## src/rtl/packet_router_pkg.sv

```systemverilog
// ---------------------------------------------------------------------------
// packet_router_pkg
// Shared types and constants for the packet router.
//   dispatch_state_t : dispatcher FSM state (IDLE, FWD0, FWD1, DROP)
//   DEST_OUT0/1      : destination codes that select output 0 / output 1
//   CNT_W            : statistics counter width (also used by the regbank)
//   dest_to_state()  : maps a destination code to the forwarding state
// ---------------------------------------------------------------------------
package packet_router_pkg;

   localparam int CNT_W = 32;

   localparam logic [1:0] DEST_OUT0 = 2'd0;
   localparam logic [1:0] DEST_OUT1 = 2'd1;

   typedef enum logic [1:0] {
      IDLE = 2'd0,
      FWD0 = 2'd1,
      FWD1 = 2'd2,
      DROP = 2'd3
   } dispatch_state_t;

   // Any code other than the two output codes is a drop.
   function automatic dispatch_state_t dest_to_state(input logic [1:0] dest);
      case (dest)
         DEST_OUT0: dest_to_state = FWD0;
         DEST_OUT1: dest_to_state = FWD1;
         default:   dest_to_state = DROP;
      endcase
   endfunction

endpackage

```

## src/rtl/packet_router_counter.sv

```systemverilog
// ---------------------------------------------------------------------------
// packet_router_counter
// CNT_W-bit wrapping statistics counter.
//   clk    : clock
//   resetn : synchronous active-low reset, clears the count
//   inc    : add one this cycle (wraps modulo 2^CNT_W)
//   clear  : set the count to zero; takes priority over inc
//   count  : current count
// ---------------------------------------------------------------------------
module packet_router_counter
   import packet_router_pkg::*;
(
   input  logic             clk,
   input  logic             resetn,
   input  logic             inc,
   input  logic             clear,
   output logic [CNT_W-1:0] count
);

   logic [CNT_W-1:0] count_reg;

   always_ff @(posedge clk) begin
      if (!resetn) begin
         count_reg <= '0;
      end else if (clear) begin
         count_reg <= '0;
      end else if (inc) begin
         count_reg <= count_reg + 1'b1;
      end
   end

   assign count = count_reg;

endmodule

```

## src/rtl/packet_router_dispatch.sv

```systemverilog
// ---------------------------------------------------------------------------
// packet_router_dispatch
// Routes each AXI-Stream packet to output 0, output 1 or the bin, based on
// the 2-bit destination field of its first beat, and counts completed
// packets per outcome.
//   clk, resetn            : clock, synchronous active-low reset
//   s_axis_*               : input stream (tdata, tvalid, tready, tlast)
//   m0_axis_* / m1_axis_*  : output streams (tdata, tvalid, tready, tlast)
//   num_packets_sent_to_output_0/1, num_packets_dropped : statistics
//   clear_counters         : synchronous counter clear, only present when
//                            PACKET_ROUTER_DISPATCH_CLEAR_EN is defined
// Parameters: DATA_W (stream width), DEST_LSB (LSB of destination field).
// ---------------------------------------------------------------------------
module packet_router_dispatch
   import packet_router_pkg::*;
#(
   parameter int DATA_W   = 32,
   parameter int DEST_LSB = 0
) (
   input  logic              clk,
   input  logic              resetn,
   input  logic [DATA_W-1:0] s_axis_tdata,
   input  logic              s_axis_tvalid,
   output logic              s_axis_tready,
   input  logic              s_axis_tlast,
   output logic [DATA_W-1:0] m0_axis_tdata,
   output logic              m0_axis_tvalid,
   input  logic              m0_axis_tready,
   output logic              m0_axis_tlast,
   output logic [DATA_W-1:0] m1_axis_tdata,
   output logic              m1_axis_tvalid,
   input  logic              m1_axis_tready,
   output logic              m1_axis_tlast,
   output logic [CNT_W-1:0]  num_packets_sent_to_output_0,
   output logic [CNT_W-1:0]  num_packets_sent_to_output_1,
   output logic [CNT_W-1:0]  num_packets_dropped
`ifdef PACKET_ROUTER_DISPATCH_CLEAR_EN
   ,
   input  logic              clear_counters
`endif
);

   dispatch_state_t state_reg;
   dispatch_state_t state_next;
   logic [1:0]      dest;
   logic            pkt_end;
   logic            clr;

   assign dest = s_axis_tdata[DEST_LSB+1:DEST_LSB];

`ifdef PACKET_ROUTER_DISPATCH_CLEAR_EN
   assign clr = clear_counters;
`else
   assign clr = 1'b0;
`endif

   always_ff @(posedge clk) begin
      if (!resetn) begin
         state_reg <= IDLE;
      end else begin
         state_reg <= state_next;
      end
   end

   // Outputs default to all-zero so that IDLE (and reset) present clean
   // idle buses; the FWD states pass the input straight through.
   always_comb begin
      state_next     = state_reg;
      s_axis_tready  = 1'b0;
      m0_axis_tdata  = '0;
      m0_axis_tvalid = 1'b0;
      m0_axis_tlast  = 1'b0;
      m1_axis_tdata  = '0;
      m1_axis_tvalid = 1'b0;
      m1_axis_tlast  = 1'b0;
      case (state_reg)
         IDLE: begin
            // First beat stays upstream; it is consumed from the FWD/DROP state.
            if (s_axis_tvalid) begin
               state_next = dest_to_state(dest);
            end
         end
         FWD0: begin
            m0_axis_tdata  = s_axis_tdata;
            m0_axis_tvalid = s_axis_tvalid;
            m0_axis_tlast  = s_axis_tlast;
            s_axis_tready  = m0_axis_tready;
         end
         FWD1: begin
            m1_axis_tdata  = s_axis_tdata;
            m1_axis_tvalid = s_axis_tvalid;
            m1_axis_tlast  = s_axis_tlast;
            s_axis_tready  = m1_axis_tready;
         end
         DROP: begin
            s_axis_tready = 1'b1;
         end
         default: begin
            state_next = IDLE;
         end
      endcase
      // s_axis_tready is only ever high outside IDLE, so this fires only at
      // the end of a packet being forwarded or dropped.
      if (s_axis_tvalid && s_axis_tready && s_axis_tlast) begin
         state_next = IDLE;
      end
   end

   assign pkt_end = s_axis_tvalid & s_axis_tready & s_axis_tlast;

   packet_router_counter u_cnt_out0 (
      .clk    (clk),
      .resetn (resetn),
      .inc    (pkt_end && (state_reg == FWD0)),
      .clear  (clr),
      .count  (num_packets_sent_to_output_0)
   );

   packet_router_counter u_cnt_out1 (
      .clk    (clk),
      .resetn (resetn),
      .inc    (pkt_end && (state_reg == FWD1)),
      .clear  (clr),
      .count  (num_packets_sent_to_output_1)
   );

   packet_router_counter u_cnt_drop (
      .clk    (clk),
      .resetn (resetn),
      .inc    (pkt_end && (state_reg == DROP)),
      .clear  (clr),
      .count  (num_packets_dropped)
   );

endmodule
```

## config.mk

```make
export PLATFORM = sky130hd
export DESIGN_NAME = packet_router_dispatch
export DESIGN_NICKNAME = d
export VERILOG_FILES = /design/src/rtl/packet_router_pkg.sv /design/src/rtl/packet_router_counter.sv /design/src/rtl/packet_router_dispatch.sv
export SDC_FILE = /design/constraint.sdc
export NUM_CORES = 1
export LEC_CHECK = 0
export BUFFER_PORTS_ARGS = -buffer_cell sky130_fd_sc_hd__clkbuf_2
export CAP_MARGIN = 5
export CORE_MARGIN = 2
export CORE_UTILIZATION = 44
export CTS_BUF_LIST = sky130_fd_sc_hd__clkbuf_8 sky130_fd_sc_hd__clkbuf_16
export CTS_CLUSTER_DIAMETER = 150
export DETAILED_ROUTE_END_ITERATION = 16
export PLACE_DENSITY = 0.77
export SLEW_MARGIN = 30
export SYNTH_ARGS = -nofsm -noshare
export SYNTH_HDL_FRONTEND = slang
export SYNTH_SLANG_ARGS = --single-unit
```

## constraint.sdc

```tcl
create_clock -name clk -period 1.9 [get_ports clk]
set_input_delay 0.095 -clock clk [delete_from_list [all_inputs] [get_ports clk]]
set_output_delay 0.095 -clock clk [all_outputs]
set_load 0.02 [all_outputs]
```

==> impl_metrics.ini <==
[outcome]
outcome = complete, no violations

[die]
initial_utilization = 0.454
dieArea_mm2 = 0.0121
placement_rows = 38
floorplan.die.width_um = 110
core_region_area_mm2 = 0.0109
floorplan.die.height_um = 110
ios = 203

[clock_tree]
cts-hold-fix-buffers = 0
cts_root_buf = sky130_fd_sc_hd__clkbuf_16
clockBufferDepth = 2
tritoncts.num_buffers = 9
clock-sinks = 98
clk_transition_reported_paths_ns = 0.07
cts.htree.levels = 3
tritoncts_clock_tree = done
clkLatencyLatePin_ns = 0.34

[placement]
dp.final_hpwl_mm = 11.2
worst_setup_slack_before_clock_tree_synthesis_ns = -0.00519
dp_cells = 957
io_buffers = 202
place.gp.congestion = 0.920

[worst_setup_path]
critical_path.endpoint_type = register
critical_path.cell_chain = nand4_1, buf_4, nor4_4, nand4_1, or3_1, a21oi_1
worstRegToRegCells = 6
setup.worst_path.start_class = register
cp_data_arrival_time_ns = 2.10
worst_r2r_endpoint = u_cnt_out1.count[27]$_SDFFE_PN0P_
critical-path-slowest-cell = sky130_fd_sc_hd__or3_1
buffering_stage_count_on_the_worst_path_with_inverters_included = 1
worst_r2r_startpoint = u_cnt_out1.count[9]$_SDFFE_PN0P_
most_numerous_cell_on_the_critical_path = sky130_fd_sc_hd__nand4_1
cp_top_family = simple AND/OR/NAND/NOR gates
timing.critical_path.slowest_cell_delay_ns = 0.40
timing.critical_path.required_ns = 2.17
critical_path_peak_fanout = 5
critical_path_start_end_classification = register to register
setup.reg_to_reg.worst_slack_ns = 0.07

[timing]
achievable-frequency_mhz = 546
holdWs_ns = 0.146
worst_slew_pin_slew_ns = 0.447
timing.slew.headroom = 0.699
drv_slew = 0
finalCriticalPeriod_ns = 1.83
timing.setup.tns_ns = 0
final-setup-viol-count = 0
fin_ws_ns = 0.0694
rsz0062_at_grt = true
hold_viol = 0
finalCritPeriodShare = 0.963
fin_worst_skew_ns = 0.00885

[drt]
routed-via-count = 5245
dr.pass1.iters = 5
finalWirelength_mm = 15.0
remaining_drc_errors = 0
drc_violation_total_after_the_first_tritonroute_iteration = 440
final_antenna_net_count = 0
detailed_route_wire_length_per_cell_um = 15.2
vias_per_cell = 5.32

[synthesis]
postSynthCellCount = 600
postSynthAreaPerCell_um2 = 8.27
postSynthNetCount = 641
ys_types = 40
yosysWarnings = 0
synth-seq-area-share = 0.395
syn-cell-area_mm2 = 0.00496
synth.ff_latch_count = 98

[hold_path]
whs_endpoint = u_cnt_drop.count[30]$_SDFFE_PN0P_
worstHoldPathType = primary input to register
hp-start = resetn
worst_hold_path.num_cells = 3

[layout]
share_of_cells_above_drive_strength_1 = 0.353
fillerInstances = 938
regArea_mm2 = 0.00197
area_used_by_multi_input_combinational_logic_mm2 = 0.00288
diode_insertion_count_for_antenna_repair = 0
instances_no_fill = 986
synthToLayoutAreaGrowth_pct = 38.3
final_net_count = 883

[grt]
gr-usage-all-layers = 0.240
first_global_vias = 4831
largest_net_degree_at_the_start_of_global_routing = 42
grt_pass1_wl_mm = 23.2
globalRouteOverflowTotal = 0
antenna_found_initial = 0

[power_and_ir_drop]
pleak_nw = 3.22
power.ir.vdd_worst_v = 0.000405
power.density_mw_per_mm2 = 675

[flow_run]
cap_viol_max_count = 0
-- cells in the final DEF (no fill, tap or decap), types with 2 or more instances in the layout --
cell | netlist | final
sky130_fd_sc_hd__clkbuf_16 | 0 | 9
sky130_fd_sc_hd__a21oi_1 | 18 | 17
sky130_fd_sc_hd__dfxtp_2 | 0 | 8
sky130_fd_sc_hd__nor4_4 | 4 | 5
sky130_fd_sc_hd__xor2_1 | 49 | 49
sky130_fd_sc_hd__buf_6 | 0 | 4
sky130_fd_sc_hd__or4_1 | 2 | 2
sky130_fd_sc_hd__dfxtp_1 | 98 | 90
sky130_fd_sc_hd__mux2i_1 | 4 | 4
sky130_fd_sc_hd__nor2_2 | 1 | 2
sky130_fd_sc_hd__nor4_1 | 8 | 7
sky130_fd_sc_hd__and4_1 | 7 | 7
sky130_fd_sc_hd__o211ai_1 | 3 | 3
sky130_fd_sc_hd__and2_1 | 40 | 40
sky130_fd_sc_hd__nand2_1 | 39 | 39
sky130_fd_sc_hd__inv_1 | 11 | 11
sky130_fd_sc_hd__ha_1 | 3 | 3
sky130_fd_sc_hd__bufinv_16 | 0 | 3
sky130_fd_sc_hd__nand2b_1 | 4 | 4
sky130_fd_sc_hd__nand4_1 | 42 | 42
sky130_fd_sc_hd__nor2_1 | 86 | 85
sky130_fd_sc_hd__nor3_1 | 9 | 8
sky130_fd_sc_hd__buf_4 | 2 | 49
sky130_fd_sc_hd__clkbuf_2 | 0 | 202
sky130_fd_sc_hd__or3_1 | 14 | 14
sky130_fd_sc_hd__and3_1 | 47 | 47
sky130_fd_sc_hd__xnor2_1 | 24 | 24
sky130_fd_sc_hd__or2_2 | 3 | 3
sky130_fd_sc_hd__nand3_1 | 32 | 32
sky130_fd_sc_hd__o21ai_0 | 14 | 13
-- power by group --
part	leakage [nW]	internal [mW]	switching (mW)	total (mW)
clock	0.165	1.31	0.780	2.09
combinational	2.26	0.172	0.304	0.476
sequential	0.793	2.06	0.00744	2.07
total	3.22	3.54	1.09	4.64
-- how the worst max path moves through the flow --
| stage | from | endpoint | slack [ns] | cells after the start |
|---|---|---|---|---|
| 2_1_floorplan | u_cnt_out1.count[9]$_SDFFE_PN0P_ | u_cnt_out1.count[31]$_SDFFE_PN0P_ | 0.01 | 5 |
| 3_3_place_gp | state_reg[1]$_SDFFE_PP0P_ | u_cnt_out1.count[31]$_SDFFE_PN0P_ | 0.03 | 5 |
| 3_5_place_dp | state_reg[1]$_SDFFE_PP0P_ | u_cnt_out1.count[31]$_SDFFE_PN0P_ | -0.005 | 5 |
| 4_1_cts | state_reg[0]$_SDFFE_PP0P_ | u_cnt_drop.count[29]$_SDFFE_PN0P_ | 0.002 | 6 |
| 5_1_grt | u_cnt_out1.count[9]$_SDFFE_PN0P_ | u_cnt_out1.count[27]$_SDFFE_PN0P_ | -0.03 | 6 |
| 6_report | u_cnt_out1.count[9]$_SDFFE_PN0P_ | u_cnt_out1.count[27]$_SDFFE_PN0P_ | 0.07 | 6 |
-- synth_stat cells --
library cell | count | area, um2
sky130_fd_sc_hd__o211ai_1 | 3 | 22.5
sky130_fd_sc_hd__nor4_2 | 1 | 12.5
sky130_fd_sc_hd__nor2_2 | 1 | 6.26
sky130_fd_sc_hd__nor4_4 | 4 | 85.1
sky130_fd_sc_hd__buf_1 | 2 | 7.51
sky130_fd_sc_hd__inv_1 | 11 | 41.3
sky130_fd_sc_hd__clkbuf_1 | 18 | 67.6
sky130_fd_sc_hd__o21ai_0 | 14 | 70.1
sky130_fd_sc_hd__nand3b_4 | 1 | 20.0
sky130_fd_sc_hd__and2_1 | 40 | 250
sky130_fd_sc_hd__mux2i_1 | 4 | 40.0
sky130_fd_sc_hd__nand4_4 | 1 | 21.3
sky130_fd_sc_hd__or4_1 | 2 | 15.0
sky130_fd_sc_hd__a31oi_1 | 1 | 6.26
sky130_fd_sc_hd__nand2_1 | 39 | 146
sky130_fd_sc_hd__and3_1 | 47 | 294
sky130_fd_sc_hd__a21oi_1 | 18 | 90.1
sky130_fd_sc_hd__xnor2_1 | 24 | 210
sky130_fd_sc_hd__buf_4 | 2 | 15.0
sky130_fd_sc_hd__nor3_1 | 9 | 45.0
sky130_fd_sc_hd__nand3_1 | 32 | 160
sky130_fd_sc_hd__and4_1 | 7 | 61.3
sky130_fd_sc_hd__nand4b_1 | 1 | 8.76
sky130_fd_sc_hd__or2b_1 | 1 | 7.51
sky130_fd_sc_hd__o21bai_1 | 1 | 7.51
sky130_fd_sc_hd__nor2b_1 | 1 | 6.26
sky130_fd_sc_hd__a211oi_1 | 1 | 7.51
sky130_fd_sc_hd__xor2_1 | 49 | 429
sky130_fd_sc_hd__or2_2 | 3 | 18.8
sky130_fd_sc_hd__nand2b_1 | 4 | 25.0
sky130_fd_sc_hd__inv_2 | 1 | 3.75
sky130_fd_sc_hd__ha_1 | 3 | 37.5
sky130_fd_sc_hd__dfxtp_1 | 98 | 1960
sky130_fd_sc_hd__or4_4 | 1 | 11.3
sky130_fd_sc_hd__nor2_1 | 86 | 323
sky130_fd_sc_hd__nor4_1 | 8 | 50.1
sky130_fd_sc_hd__buf_2 | 4 | 20.0
sky130_fd_sc_hd__nand4_1 | 42 | 263
sky130_fd_sc_hd__or3_1 | 14 | 87.6
sky130_fd_sc_hd__o31ai_1 | 1 | 7.51
-- layout make-up --
class                      count  area share
clock buffer                  10      0.0348
tap                          140      0.0255
inverter                      12     0.00656
multi-input combinational    464       0.420
timing repair buffer         257       0.211
sequential                    98       0.287
clock inverter                 5      0.0149
-- stage by stage --
stage / utilization / power, mW / instance area, um2
floorplan: - / 2.38 / 4970
global placement: 0.582 / 2.56 / 6370
detailed placement: 0.582 / 2.56 / 6370
CTS: 0.615 / 4.64 / 6720
global route: 0.628 / 4.78 / 6870
finish: 0.628 / 4.64 / 6870
-- layer usage --
layer / up-vias / global-route usage / part of all wire
li1: 2562 / - / -
met1: 2449 / 0.296 / 0.41
met3: 26 / 0.0364 / 0.058
met2: 208 / 0.418 / 0.51
met5: - / 0 / 0
met4: 0 / 0.0982 / 0.026
-- kinds of logic after synthesis --
family / count (synthesis) / share of synthesized area
fa+ha+maj: 3 / 0.00756
buf+inv: 38 / 0.0313
xor+xnor: 73 / 0.129
simple gates: 345 / 0.386
flops: 98 / 0.395
mux: 4 / 0.00807
compound gates: 39 / 0.0426
-- tightest hold or removal path, cell delays in order --
cell and delay (ns):
sky130_fd_sc_hd__clkbuf_2 0.10, sky130_fd_sc_hd__inv_2 0.13, sky130_fd_sc_hd__nor2_1 0.13
-- timing repair --
action / in CTS / in global routing
cloned: 0 / 2
setup endpoints to repair: 37 / 59
pin swaps: 0 / 11
resized for setup: 3 / 18
buffers inserted: 0 / 12
Note: power is estimated with default switching activity, not from simulation.
